==> src/rtl/ifq_if.sv <==
// Fetch/decode handshake bundle for the instruction fetch queue.
// master: fetch and decode side; slave: the queue.
interface ifq_if #(
  parameter int unsigned DEPTH  = 2,
  parameter int unsigned PC_W   = 32,
  parameter int unsigned INST_W = 32
);
  localparam int unsigned CntW = $clog2(DEPTH + 1);

  logic              in_valid;
  logic              in_ready;
  logic [PC_W-1:0]   in_pc;
  logic [INST_W-1:0] in_inst;
  logic              flush;
  logic              out_valid;
  logic              out_ready;
  logic [PC_W-1:0]   out_pc;
  logic [INST_W-1:0] out_inst;
  logic [CntW-1:0]   count;

  modport master (
    output in_valid, in_pc, in_inst, flush, out_ready,
    input  in_ready, out_valid, out_pc, out_inst, count
  );

  modport slave (
    input  in_valid, in_pc, in_inst, flush, out_ready,
    output in_ready, out_valid, out_pc, out_inst, count
  );
endinterface

==> src/rtl/ifq.sv <==
// Instruction fetch queue between fetch and decode, with single-cycle flush.
// Define IFQ_BYPASS_EN for a zero-latency empty-queue bypass from in_* to out_*.
module ifq #(
  parameter int unsigned DEPTH  = 2,
  parameter int unsigned PC_W   = 32,
  parameter int unsigned INST_W = 32
) (
  input logic   clk,
  input logic   rst,
  ifq_if.slave  q
);
  localparam int unsigned CntW = $clog2(DEPTH + 1);
  localparam int unsigned PtrW = $clog2(DEPTH);

  logic [PtrW-1:0]        wr_ptr_q, wr_ptr_d;
  logic [PtrW-1:0]        rd_ptr_q, rd_ptr_d;
  logic [CntW-1:0]        count_q, count_d;
  logic [PC_W+INST_W-1:0] mem_q [DEPTH];

  logic              empty, full;
  logic              in_ready, push, pop, direct, wr_en, rd_en;
  logic              out_valid;
  logic [PC_W-1:0]   out_pc;
  logic [INST_W-1:0] out_inst;

  assign empty    = (count_q == '0);
  assign full     = (count_q == CntW'(DEPTH));
  assign in_ready = rst & ~full;
  assign push     = q.in_valid & in_ready & ~q.flush;
  assign pop      = out_valid & q.out_ready;

  always_comb begin
    out_valid = rst & ~empty & ~q.flush;
    out_pc    = '0;
    out_inst  = '0;
    if (!empty) begin
      {out_pc, out_inst} = mem_q[rd_ptr_q];
    end
`ifdef IFQ_BYPASS_EN
    if (empty && q.in_valid && !q.flush) begin
      out_valid = rst;
      out_pc    = q.in_pc;
      out_inst  = q.in_inst;
    end
`endif
  end

`ifdef IFQ_BYPASS_EN
  // A pop while empty can only be the bypassed pair: it never touches storage.
  assign direct = empty & pop;
`else
  assign direct = 1'b0;
`endif

  assign wr_en = push & ~direct;
  assign rd_en = pop & ~direct;

  always_comb begin
    wr_ptr_d = wr_ptr_q;
    rd_ptr_d = rd_ptr_q;
    count_d  = count_q;
    if (wr_en) begin
      wr_ptr_d = wr_ptr_q + PtrW'(1);
    end
    if (rd_en) begin
      rd_ptr_d = rd_ptr_q + PtrW'(1);
    end
    unique case ({wr_en, rd_en})
      2'b10:   count_d = count_q + CntW'(1);
      2'b01:   count_d = count_q - CntW'(1);
      default: count_d = count_q;
    endcase
    if (q.flush) begin
      wr_ptr_d = '0;
      rd_ptr_d = '0;
      count_d  = '0;
    end
  end

  always_ff @(posedge clk) begin
    if (!rst) begin
      wr_ptr_q <= '0;
      rd_ptr_q <= '0;
      count_q  <= '0;
    end else begin
      wr_ptr_q <= wr_ptr_d;
      rd_ptr_q <= rd_ptr_d;
      count_q  <= count_d;
    end
  end

  // Storage needs no reset; entries are only observed once count covers them.
  always_ff @(posedge clk) begin
    if (wr_en) begin
      mem_q[wr_ptr_q] <= {q.in_pc, q.in_inst};
    end
  end

  assign q.in_ready  = in_ready;
  assign q.out_valid = out_valid;
  assign q.out_pc    = out_pc;
  assign q.out_inst  = out_inst;
  assign q.count     = count_q;
endmodule

==> src/flat_wrapper.sv <==
// flat-port wrapper written by rule: the top's interface ports become plain ports
module ifq_flat 
#(
  parameter int unsigned DEPTH  = 2,
  parameter int unsigned PC_W   = 32,
  parameter int unsigned INST_W = 32
)
  (clk, rst, q_in_valid, q_in_pc, q_in_inst, q_flush, q_out_ready, q_in_ready, q_out_valid, q_out_pc, q_out_inst, q_count);
  ifq_if #(.DEPTH(DEPTH), .PC_W(PC_W), .INST_W(INST_W)) q_i ();
  input logic clk;
  input logic rst;
  input wire logic [$bits(q_i.in_valid)-1:0] q_in_valid;
  input wire logic [$bits(q_i.in_pc)-1:0] q_in_pc;
  input wire logic [$bits(q_i.in_inst)-1:0] q_in_inst;
  input wire logic [$bits(q_i.flush)-1:0] q_flush;
  input wire logic [$bits(q_i.out_ready)-1:0] q_out_ready;
  output wire logic [$bits(q_i.in_ready)-1:0] q_in_ready;
  output wire logic [$bits(q_i.out_valid)-1:0] q_out_valid;
  output wire logic [$bits(q_i.out_pc)-1:0] q_out_pc;
  output wire logic [$bits(q_i.out_inst)-1:0] q_out_inst;
  output wire logic [$bits(q_i.count)-1:0] q_count;
  assign q_i.in_valid = q_in_valid;
  assign q_i.in_pc = q_in_pc;
  assign q_i.in_inst = q_in_inst;
  assign q_i.flush = q_flush;
  assign q_i.out_ready = q_out_ready;
  assign q_in_ready = q_i.in_ready;
  assign q_out_valid = q_i.out_valid;
  assign q_out_pc = q_i.out_pc;
  assign q_out_inst = q_i.out_inst;
  assign q_count = q_i.count;
  ifq #(.DEPTH(DEPTH), .PC_W(PC_W), .INST_W(INST_W)) u_core (.clk(clk), .rst(rst), .q(q_i));
endmodule
==> config.mk <==
export PLATFORM = sky130hd
export DESIGN_NAME = ifq_flat
export DESIGN_NICKNAME = d
export VERILOG_FILES = /design/src/rtl/ifq_if.sv /design/src/rtl/ifq.sv /design/src/flat_wrapper.sv
export SDC_FILE = /design/constraint.sdc
export NUM_CORES = 1
export LEC_CHECK = 0
export CAP_MARGIN = 25
export CORE_MARGIN = 2
export CORE_UTILIZATION = 43
export CTS_CLUSTER_SIZE = 12
export DETAILED_ROUTE_END_ITERATION = 6
export PLACE_DENSITY_LB_ADDON = 0.1
export SLEW_MARGIN = 20
export SYNTH_ARGS = -nofsm -noshare
export SYNTH_HDL_FRONTEND = slang
export SYNTH_SLANG_ARGS = --single-unit
==> constraint.sdc <==
create_clock -name clk -period 3.8 [get_ports clk]
set_input_delay 0.38 -clock clk [delete_from_list [all_inputs] [get_ports clk]]
set_output_delay 0.38 -clock clk [all_outputs]
set_load 0.05 [all_outputs]
## Word level (Yosys, flattened, before mapping)

Memory sizes are Yosys's and may differ from the RTL's. A register that Yosys moved wholly into a read port is not among the register bits.
Cells that the tools add are included.

| storage, ports and cells | value |
|---|---|
| logic and storage cells | 31 |
| bits in writable memories | 128 |
| bits of input ports | 69 |
| ROM bits | 0 |
| bits in latches | 0 |
| bits in registers | 4 |
| memories | 1 |
| output and inout port bits | 68 |

| operators by class | value |
|---|---|
| equality and inequality tests | 3 |
| divide/modulo/power cells | 0 |
| $add $sub $neg | 4 |
| order comparisons | 0 |
| reductions and logical operators | 3 |
| multiplexer cells | 7 |
| $mul | 0 |
| bitwise logic cells | 10 |
| shift-type cells | 0 |

Memories:

| memory | words | bits a word | read ports | clocked after memory_dff | wr ports | RTL line | RTL |
|---|---|---|---|---|---|---|---|
| u_core.mem_q | 2 | 64 | 1 | 1 | 1 | ifq.sv:18 | `logic [PC_W+INST_W-1:0] mem_q [DEPTH];` |

Operators with widths:

| kind | count |
|---|---|
| 32-bit two-way mux | 2 |
| 1-bit bitwise AND | 6 |
| 2-bit == test, second input constant | 2 |
| 1-bit two-way mux | 4 |
| 1-bit NOT | 4 |
| 2-bit one-hot mux with 2 select lines | 1 |
| 1-bit adder, second input constant | 2 |
| 2-bit by 1-bit adder with 2-bit output, second input constant | 1 |
| 2-bit by 1-bit == test with 1-bit output, second input constant | 1 |
| 2-bit zero test | 1 |
| 2-bit nonzero test | 1 |
| 2-bit OR reduction | 1 |
| 2-bit by 1-bit subtractor with 2-bit output, second input constant | 1 |

## Longest topological paths before layout

Gate-level depths: netlist of run 1.

| logic depth | value |
|---|---|
| depth in word-level cells | 7 |
| depth in mapped cells | 7 |
| gate-level depth less buffers | 7 |

## Worst setup path before layout of run 1

No wires, ideal clock.

| timing path | value |
|---|---|
| path kind | reg2reg |
| start | reg u_core.count_q[0], in the netlist u_core.q.count[0] |
| end | mem u_core.mem_q[0][0] (netlist bit), enable pin |
| arrival | 3.773 ns |
| library setup time | 0.487 ns |
| buffers on the path | 0 |
| period minus slack after synthesis | 4.259 ns |
| path slack | -0.459 ns |
| cell stages (with the launch flop) | 4 |
| data required time | 3.313 ns |
| cells stage by stage | dfxtp_1 > nand2b_1 > nand4b_1 > nor2_1 |

| between the ends | value |
|---|---|
| longest elaborated chain between the ends | 7 |

RTL lines:

| item | RTL line | RTL |
|---|---|---|
| start: declaration | ifq.sv:17 | `logic [CntW-1:0] count_q, count_d;` |
| start signal: assignment | ifq.sv:88 | `count_q <= count_d;` |
| 2-bit == test | ifq.sv:27 | `assign full = (count_q == CntW'(DEPTH));` |
| 1-bit NOT | ifq.sv:28 | `assign in_ready = rst & ~full;` |
| 1-bit bitwise AND | ifq.sv:28 |  |
| 1-bit bitwise AND (2 in a row) | ifq.sv:29 | `assign push = q.in_valid & in_ready & ~q.flush;` |
| 1-bit two-way mux | ifq.sv:94 | `if (wr_en) begin` |
| 1-bit two-way mux (implied by the code) | ifq.sv:95 | `mem_q[wr_ptr_q] <= {q.in_pc, q.in_inst};` |
| end: declaration | ifq.sv:18 |  |

No other way between the ends.

==> summary.md, run 1 <==
| Metric | Value |
|---|---|
| P&R area growth vs syn | 43.1% |
| Vias in the first global route | 3082 |
| Vias | 2927 |
| Clock sinks | 133 |
| DP HPWL | 6.19 mm |
| GR peak layer | met2 |
| Starting Density | 44.2% |
| Crit. End Element | output pin |
| Core Rows | 39 |
| CTS tree | yes |
| Peak supply drop | 0.312 mV |
| Die ar. | 0.0126 mm^2 |
| First-pass GRT wire length | 15.3 mm |
| Final min period | 2970 ps |
| Post-Place Worst Slack | 1230 ps |
| Met2 usage | 26.3% |
| Final core utilization | 63.3% |
| Filler cells | 916 |
| CTS max path bufs | 2 |
| Top-count cell post-synth | edfxtp_1 |
| Net Count, Synth | 369 |
| Core area | 0.0114 mm^2 |
| #FFs+latches synth | 133 |
| Worst Path Arrival | 2590 ps |
| Share of layout cells above drive strength 1 | 7.64% |
| Final setup vio count | 0 |
| Post-Place Cells | 569 |
| Nets@finish | 515 |
| Num CTS Buffers | 17 |
| Vias per inst | 4.87 |
| Crit path kind | register to output pin |
| LEAKAGE | 2.30 nW |
| GRT met3 Usage | 5.24% |
| Pin count of the biggest net entering global routing | 46 |
| Syn avg cell area | 16.9 um^2 |
| Final period util | 78.1% |
| Max-cap violations | 0 |
| CTS resizes | 0 |
| Largest area contributor in the netlist | edfxtp_1 |
| Top_reg_cell synth | edfxtp_1 |
| Post-CTS Setup Bufs | 0 |
| Ports | 137 |
| Register area share after synthesis | 78.1% |
| DR DRC count | 0 |
| Async set-or-reset flop fraction in the synthesized netlist | 0% |
| RSZ-0062 raised after global routing | false |
| Die Span Y | 112 um |
| Worst skew pair latency | 410 ps |
| Worst Hold Class | register to register |
| First-pass iteration count of the detailed router | 4 |
| Setup ws final | 833 ps |
| Post-DR wirelength/cell | 16.4 um |
| Post-Syn Instances | 299 |
| Power Density | 491 mW/mm^2 |
| Met1 GRT Util | 19.9% |
| Max_slew headroom | 46.0% |
| Total routed wirelength | 9.84 mm |
| Worst-path clk slew | 50 ps |
| CTS H-tree depth | 4 |
| Ant diodes | 0 |
| FMAX | 0.337 GHz |
| ANT nets after route | 0 |
| CTS root buffer | clkbuf_16 |
| Endpoints failing hold | 0 |
| Distinct cells, synth | 18 |
| Crit-path max FO | 37 |
| I/O Buffers | 136 |
| Critical Path Start Type | register |
| Initial antenna violation count | 0 |
| Ys Warns | 0 |
| Post-Route Skew | 7.17 ps |
| RePlAce Congestion | 0.713 |
| Top cells by area, synth | edfxtp_1 (76%), mux2i_1 (13%), nor2_1 (5.3%) |
| Status | completed |
| CP required | 3420 ps |
| Design Power | 3.55 mW |
| Post-synth top area share | 76.1% |
| Hold WS | 504 ps |
| Post-synth top cells | edfxtp_1 (128), nor2_1 (71), mux2i_1 (64) |
| Grt ovf | 0 |
| Post-synth EDFFs | 128 |
| Non-Filler Instances | 601 |
| Die width | 112 um |
| Max-slew violations | 0 |
| 1st-iter DRT viols | 132 |
| Slew @ Worst Pin | 809 ps |
| Post-CTS Hold Buffers | 0 |
| GRT Overall Usage | 16.1% |
| Cell Area, Synth | 0.00505 mm^2 |
-- worst max-delay path, stage by stage, from the launching register on --
cell and delay [ps]:
dfxtp_4 770, buf_12 310, mux2i_1 100, nor2_1 130
clkdlybuf4s50_1 820
-- final cells by class --
type	instances	area [um^2]	area share [%]
Sequential cell	133	3950	54.6
Timing Repair Buffer	141	1440	19.9
Multi-Input combinational cell	151	1040	14.4
Clock buffer	21	440	6.09
Clock inverter	11	181	2.51
Tap cell	143	179	2.47
Inverter	1	3.75	0.0519
-- metrics by stage --
step,cell area [um^2],setup TNS [ps]
3_3_place_gp,6610,0
4_1_cts,7230,0
5_1_grt,7230,0
2_1_floorplan,5050,-58780
3_5_place_dp,6610,0
6_report,7230,0
-- registers in the layout, summed over array words and instances, names as in the netlist, named ones only --
signal           count
u_core.q.count       2
u_core.mem_q       128
u_core.rd_ptr_q      1
u_core.wr_ptr_q      1
-- cells by family (layout without fill, tap and decap cells) --
logic type	Yosys count	after routing	synth area share, %
mux	64	64	12.7
flops	133	133	78.1
compound gates	5	5	0.545
xor+xnor	3	3	0.520
fa+ha+maj	1	1	0.248
buf+inv	15	174	1.76
simple gates	78	78	6.17
-- power breakdown --
group	internal [mW]	switching, mW	leakage (nW)
Combinational	0.0967	0.0988	0.792
Sequential	1.64	0.00810	1.20
Clock	1.16	0.552	0.304
Total	2.89	0.659	2.30
-- final timing paths --
kind / to / cells past startpoint / slack [ps] / start
max reg2reg: u_core.q.count[1] / 7 / 1330 / u_core.q.count[1]
min: u_core.rd_ptr_q / 2 / 500 / u_core.rd_ptr_q
min reg2reg: u_core.rd_ptr_q / 2 / 500 / u_core.rd_ptr_q
max: q_out_inst[20] / 4 / 830 / register
-- cells in the final DEF (no fill, tap or decap), types with 3 or more instances in the layout --
cell type,instances
clkdlybuf4s50_1,136
nor2_4,3
clkbuf_1,4
clkbuf_16,17
mux2i_1,64
nor2_1,68
bufinv_16,5
buf_12,3
dfxtp_1,4
clkinv_2,3
edfxtp_1,128
-- routing by layer --
layer  up-vias  wire, um
met4         0       155
met5         -         0
met2        93      4950
met1      1420      4180
met3        15       565
li1       1399         -
Power figures use the tool's default switching activity.
==> run 2, diff against run 1 <==
CORE_UTILIZATION = 45   (was 43)
clock period = 2.8 ns   (was 3.8 ns; I/O delays follow)
==> run 2 against run 1 <==
Net effect: final cell count grew 0.33%; clock power grew 36%; global-route usage grew 0.69 points; largest power group unchanged; sequential cell count is the same; sequential share of layout area shrank 0.44 points.
==> summary.md, run 2 (synthesized netlist as in run 1, its figures left out) <==
| Metric | Value |
|---|---|
| Pin count of the biggest net entering global routing | 65 (+41%) |
| Reg with most FFs | u_core.mem_q |
| Post-CTS Hold Buffers | 0 (unchanged) |
| Total routed wirelength | 9.97 mm (+1.3%) |
| 1st-iter DRT viols | 107 (-19%) |
| Num CTS Buffers | 17 (unchanged) |
| RSZ-0062 raised after global routing | false |
| Crit-path max FO | 64 (+73%) |
| CTS root buffer | clkbuf_8 |
| Ant diodes | 0 (unchanged) |
| DR DRC count | 0 (unchanged) |
| Worst Path Arrival | 2440 ps (-150 ps) |
| RePlAce Congestion | 0.723 (+1.3%) |
| Initial antenna violation count | 0 (unchanged) |
| Post-Route Skew | 7.83 ps (+0.662 ps) |
| Status | completed |
| Core Rows | 38 (-2.6%) |
| Max-slew violations | 0 (unchanged) |
| FMAX | 0.368 GHz |
| Final period util | 97.0% |
| Vias | 2920 (-0.24%) |
| Worst-path clk slew | 60 ps (about the same) |
| Worst Hold Class | primary input to register |
| Max reg flops | 128 (unchanged) |
| Crit path kind | register to output pin |
| I/O Buffers | 136 (unchanged) |
| Vias per inst | 4.84 (-0.57%) |
| Nets@finish | 520 (+0.97%) |
| Die ar. | 0.0121 mm^2 (-4.3%) |
| First-pass GRT wire length | 14.6 mm (-4.8%) |
| Max_slew headroom | 54.6% (+8.6 points) |
| CTS max path bufs | 2 (unchanged) |
| Peak supply drop | 0.425 mV (+36%) |
| Final min period | 2720 ps |
| GRT Overall Usage | 16.8% (+0.69 points) |
| Endpoints failing hold | 0 (unchanged) |
| Hold Crit Depth | 1 (-1) |
| ANT nets after route | 0 (unchanged) |
| Share of layout cells above drive strength 1 | 9.29% (+1.6 points) |
| Final setup vio count | 0 (unchanged) |
| P&R area growth vs syn | 44.3% |
| Hold WS | 344 ps (-160 ps) |
| Reg2reg path depth | 6 (-1) |
| Grt ovf | 0 (unchanged) |
| Die Span Y | 110 um (-2.2%) |
| CTS tree | yes |
| Starting Density | 46.4% (+2.2 points) |
| First-pass iteration count of the detailed router | 4 (unchanged) |
| Worst skew pair latency | 510 ps (+100 ps) |
| Critical Path Start Type | register |
| Core area | 0.0109 mm^2 (-4.6%) |
| CTS H-tree depth | 4 (unchanged) |
| Slew @ Worst Pin | 681 ps (-128 ps) |
| Most frequent cells in the layout | edfxtp_1 (128), clkdlybuf4s50_1 (127), nor2_1 (68) |
| CP required | 2520 ps (-900 ps) |
| Clock sinks | 133 (unchanged) |
| Power Density | 661 mW/mm^2 (+35%) |
| Ports | 137 (unchanged) |
| Setup TNS | 0 ps (unchanged) |
| LEAKAGE | 2.46 nW (+6.9%) |
| Max-cap violations | 0 (unchanged) |
| Post-DR wirelength/cell | 16.5 um (+0.94%) |
| Die width | 110 um (-2.2%) |
| Crit. End Element | output pin |
| Vias in the first global route | 3015 (-2.2%) |
| Most common cell after layout, fill and taps aside | edfxtp_1 |
| DP HPWL | 5.58 mm (-9.8%) |
==> run 2: timing repair <==
| item | 4_1_cts | 5_1_grt |
|---|---|---|
| pin swaps | 1 | 1 |
| setup buffers | 0 | 2 |
| gates resized for setup | 2 | 8 |
| gates cloned | 2 | 0 |
| setup endpoints to repair | 65 | 23 |
==> run 2: final timing paths <==
check	start	to	slack (ps)
worst min register to register	u_core.rd_ptr_q	u_core.rd_ptr_q	520
worst max register to register	u_core.q.count[0]	u_core.q.count[1]	640
worst min-delay path	q_in_pc[4]	u_core.mem_q[1][36]	340
worst max-delay path	register	q_out_pc[6]	80
==> run 2: critical path, stage by stage (launching register included) <==
cell and delay, ps:
dfxtp_4 350, buf_12 370, mux2i_1 150, nor2_1 150, clkdlybuf4s50_1 840
==> run 2: routing by layer <==
layer  vias to the layer above  global-route usage [%]  part of all wire, %
met2                        94                    28.4                   52
met5                         -                       0                    0
met1                      1405                    19.5                   41
met3                        10                    5.87                  5.8
li1                       1411                       -                    -
met4                         0                    6.78                 0.89
==> run 2: final cells by class <==
| type | instances | area [um^2] |
|---|---|---|
| fill | 821 | 3600 |
| multi-input combinational | 153 | 1060 |
| clock buffer | 18 | 418 |
| sequential | 133 | 3950 |
| clock inverter | 14 | 208 |
| tap | 140 | 175 |
| inverter | 1 | 3.75 |
| timing repair buffer | 144 | 1480 |
==> run 2: stage by stage <==
step | setup WS, ps | power [mW] | utilization [%] | instance area [um^2] | std cells
2_1_floorplan | -425 | 2.38 | - | 5060 | 299
3_3_place_gp | 72.8 | 2.53 | 60.7 | 6610 | 567
3_5_place_dp | 66.1 | 2.54 | 60.7 | 6610 | 567
4_1_cts | 0.680 | 4.86 | 66.6 | 7250 | 601
5_1_grt | 10.1 | 4.96 | 66.9 | 7290 | 603
6_report | 83.7 | 4.82 | 66.9 | 7290 | 603
==> run 2: report_power, final <==
group          internal [mW]  switching [mW]
combinational          0.132           0.135
sequential              2.22         0.00906
clock                   1.53           0.791
==> run 3, diff against run 2 <==
CAP_MARGIN = 40   (was 25)
SETUP_SLACK_MARGIN = 0.2   (was not set)
==> run 3 against run 2 <==
Net effect: count of clock-buffer cells in the layout is the same; register-to-register slack gained 150 ps; die area is the same; routed wire length shrank 3.0%; design area shrank 1.4%; clock skew shrank 2.3 ps; clock power shrank 4%; combinational power shrank 3%.
==> summary.md, run 3 (synthesized netlist as in run 1, its figures left out) <==
| Metric | Value |
|---|---|
| Reg2reg path depth | 6 (unchanged) |
| Register area | 0.00395 mm^2 (unchanged) |
| Die ar. | 0.0121 mm^2 (unchanged) |
| Post-Route Skew | 5.57 ps (-2.26 ps) |
| Nets@finish | 520 (unchanged) |
| Final setup vio count | 0 (unchanged) |
| Hold EP | u_core.mem_q[0][61] |
| Post-DR wirelength/cell | 16.0 um (-3.0%) |
| 1st-iter DRT viols | 116 (+8.4%) |
| Filler cells | 834 (+1.6%) |
| Post-CTS Hold Buffers | 0 (unchanged) |
| Reg-to-Reg Start | u_core.q.count[0] |
| Power Density | 656 mW/mm^2 (-0.77%) |
| Pin count of the biggest net entering global routing | 65 (unchanged) |
| Starting Density | 46.4% (unchanged) |
| Worst-path clk slew | 60 ps (about the same) |
| First-pass GRT wire length | 14.1 mm (-3.1%) |
| Crit-path max FO | 23 (-64%) |
| Clock sinks | 133 (unchanged) |
| Vias in the first global route | 2937 (-2.6%) |
| Vias | 2914 (-0.21%) |
| Core area | 0.0109 mm^2 (unchanged) |
| FMAX | 0.407 GHz (+11%) |
| Grt ovf | 0 (unchanged) |
| GRT Overall Usage | 16.2% (-0.62 points) |
| Worst Path Arrival | 2180 ps (-260 ps) |
| Max-cap violations | 0 (unchanged) |
| CTS H-tree depth | 4 (unchanged) |
| CP required | 2520 ps (about the same) |
| Die width | 110 um (unchanged) |
| DR DRC count | 0 (unchanged) |
| Max reg flops | 128 (unchanged) |
| Design area | 0.00718 mm^2 (-1.4%) |
| Most frequent cells in the layout | edfxtp_1 (128), clkdlybuf4s50_1 (72), nor2_1 (68) |
| Core Rows | 38 (unchanged) |
| CTS tree | yes |
| Worst skew pair latency | 510 ps (about the same) |
| RSZ-0062 raised after global routing | false |
| DP HPWL | 5.74 mm (+2.8%) |
| I/O Buffers | 136 (unchanged) |
| Most common cell after layout, fill and taps aside | edfxtp_1 |
| Reg with most FFs | u_core.mem_q |
| Peak supply drop | 0.318 mV (-25%) |
| Slowest cell on crit path | clkdlybuf4s50_1 |
| Multi-input logic area | 0.00104 mm^2 (-1.7%) |
| Initial antenna violation count | 0 (unchanged) |
| Vias per inst | 4.83 (-0.21%) |
| LEAKAGE | 2.61 nW (+5.9%) |
| Ant diodes | 0 (unchanged) |
| Max_slew headroom | 64.9% (+10 points) |
| P&R area growth vs syn | 42.2% |
| Share of layout cells above drive strength 1 | 9.29% (unchanged) |
| CTS max path bufs | 2 (unchanged) |
| HP Start | q_in_pc[29] |
| Hold WS | 348 ps (+3.69 ps) |
| R2r endpoint | u_core.q.count[1] |
| Setup TNS | 0 ps (unchanged) |
| Total routed wirelength | 9.67 mm (-3.0%) |
| RePlAce Congestion | 0.723 (unchanged) |
| Num CTS Buffers | 17 (unchanged) |
| Die Span Y | 110 um (unchanged) |
| ANT nets after route | 0 (unchanged) |
| Delay-heaviest family, CP | buffers and inverters |
| Worst path buffer plus inverter count | 2 (unchanged) |
| Worst Hold Class | primary input to register |
| Final period util | 87.8% (-9.2 points) |
| Placed cell areas | 0.00664 mm^2 (+0.42%) |
| Post-Place Cells | 568 (+0.18%) |
| Crit-path cells | nor2_4 -> buf_4 -> nor2_1 -> clkdlybuf4s50_1 |
| Endpoints failing hold | 0 (unchanged) |
| Worst R2R Setup Slack | 790 ps (+150 ps) |
| Final min period | 2460 ps (-259 ps) |
| Non-Filler Instances | 603 (unchanged) |
| Status | completed |
| CTS root buffer | clkbuf_8 |
| Ports | 137 (unchanged) |
| Max incr delay on CP | 840 ps (about the same) |
| Crit. End Element | output pin |
| Crit path kind | register to output pin |
| Max-slew violations | 0 (unchanged) |
| First-pass iteration count of the detailed router | 6 (+2) |
| Critical Path Start Type | register |
| Slew @ Worst Pin | 525 ps (-156 ps) |
| Hold Crit Depth | 1 (unchanged) |
-- run 3: final cells by class --
| type | instances | area share [%] |
|---|---|---|
| Multi-Input combinational cell | 151 | 14.5 |
| Inverter | 1 | 0.0523 |
| Timing Repair Buffer | 146 | 19.7 |
| Sequential cell | 133 | 55.0 |
| Clock inverter | 14 | 2.56 |
| Tap cell | 140 | 2.44 |
| Clock buffer | 18 | 5.82 |
-- run 3: through the flow --
stage                     util, %  worst slack, ps  power, mW
after floorplan                 -             -425       2.38
after global placement       60.7             72.8       2.53
after detailed placement     61.0              471       2.54
after CTS                    66.0              311       4.76
after global routing         66.0              228       4.87
final                        66.0              342       4.71
-- run 3: routing by layer --
| layer | GRT usage [%] | vias up | wire length [um] |
|---|---|---|---|
| met2 | 26.9 | 85 | 4870 |
| met5 | 0 | - | 0 |
| met1 | 18.8 | 1413 | 4180 |
| met3 | 6.52 | 6 | 555 |
| li1 | - | 1410 | - |
| met4 | 5.97 | 0 | 65 |
-- run 3: worst max-delay path by stage --
stage / from / end / depth (start not counted)
after CTS: u_core.q.count[0] / q_out_valid / 4
after floorplan: u_core.q.count[0] / u_core.mem_q[1][0] / 3
after global placement: u_core.q.count[1] / u_core.q.count[1] / 7
after global routing: u_core.q.count[0] / q_out_valid / 4
final: u_core.q.count[0] / q_out_valid / 4
after detailed placement: u_core.q.count[1] / u_core.q.count[1] / 7
-- run 3: worst reg2reg max path, stage by stage, from the launching register on --
cell,delay (ps)
dfxtp_1,380
buf_4,170
nand2b_1,180
nand4b_1,290
ha_1,420
or3_1,350
a21oi_1,150
-- run 3: power by group --
part	internal [mW]	switching (mW)
combinational	0.125	0.134
sequential	2.22	0.00842
clock	1.44	0.786
total	3.78	0.928
-- run 3: timing repair --
item,CTS,global route
buffers inserted,3,0
resized for setup,64,0
setup endpoints to repair,65,0
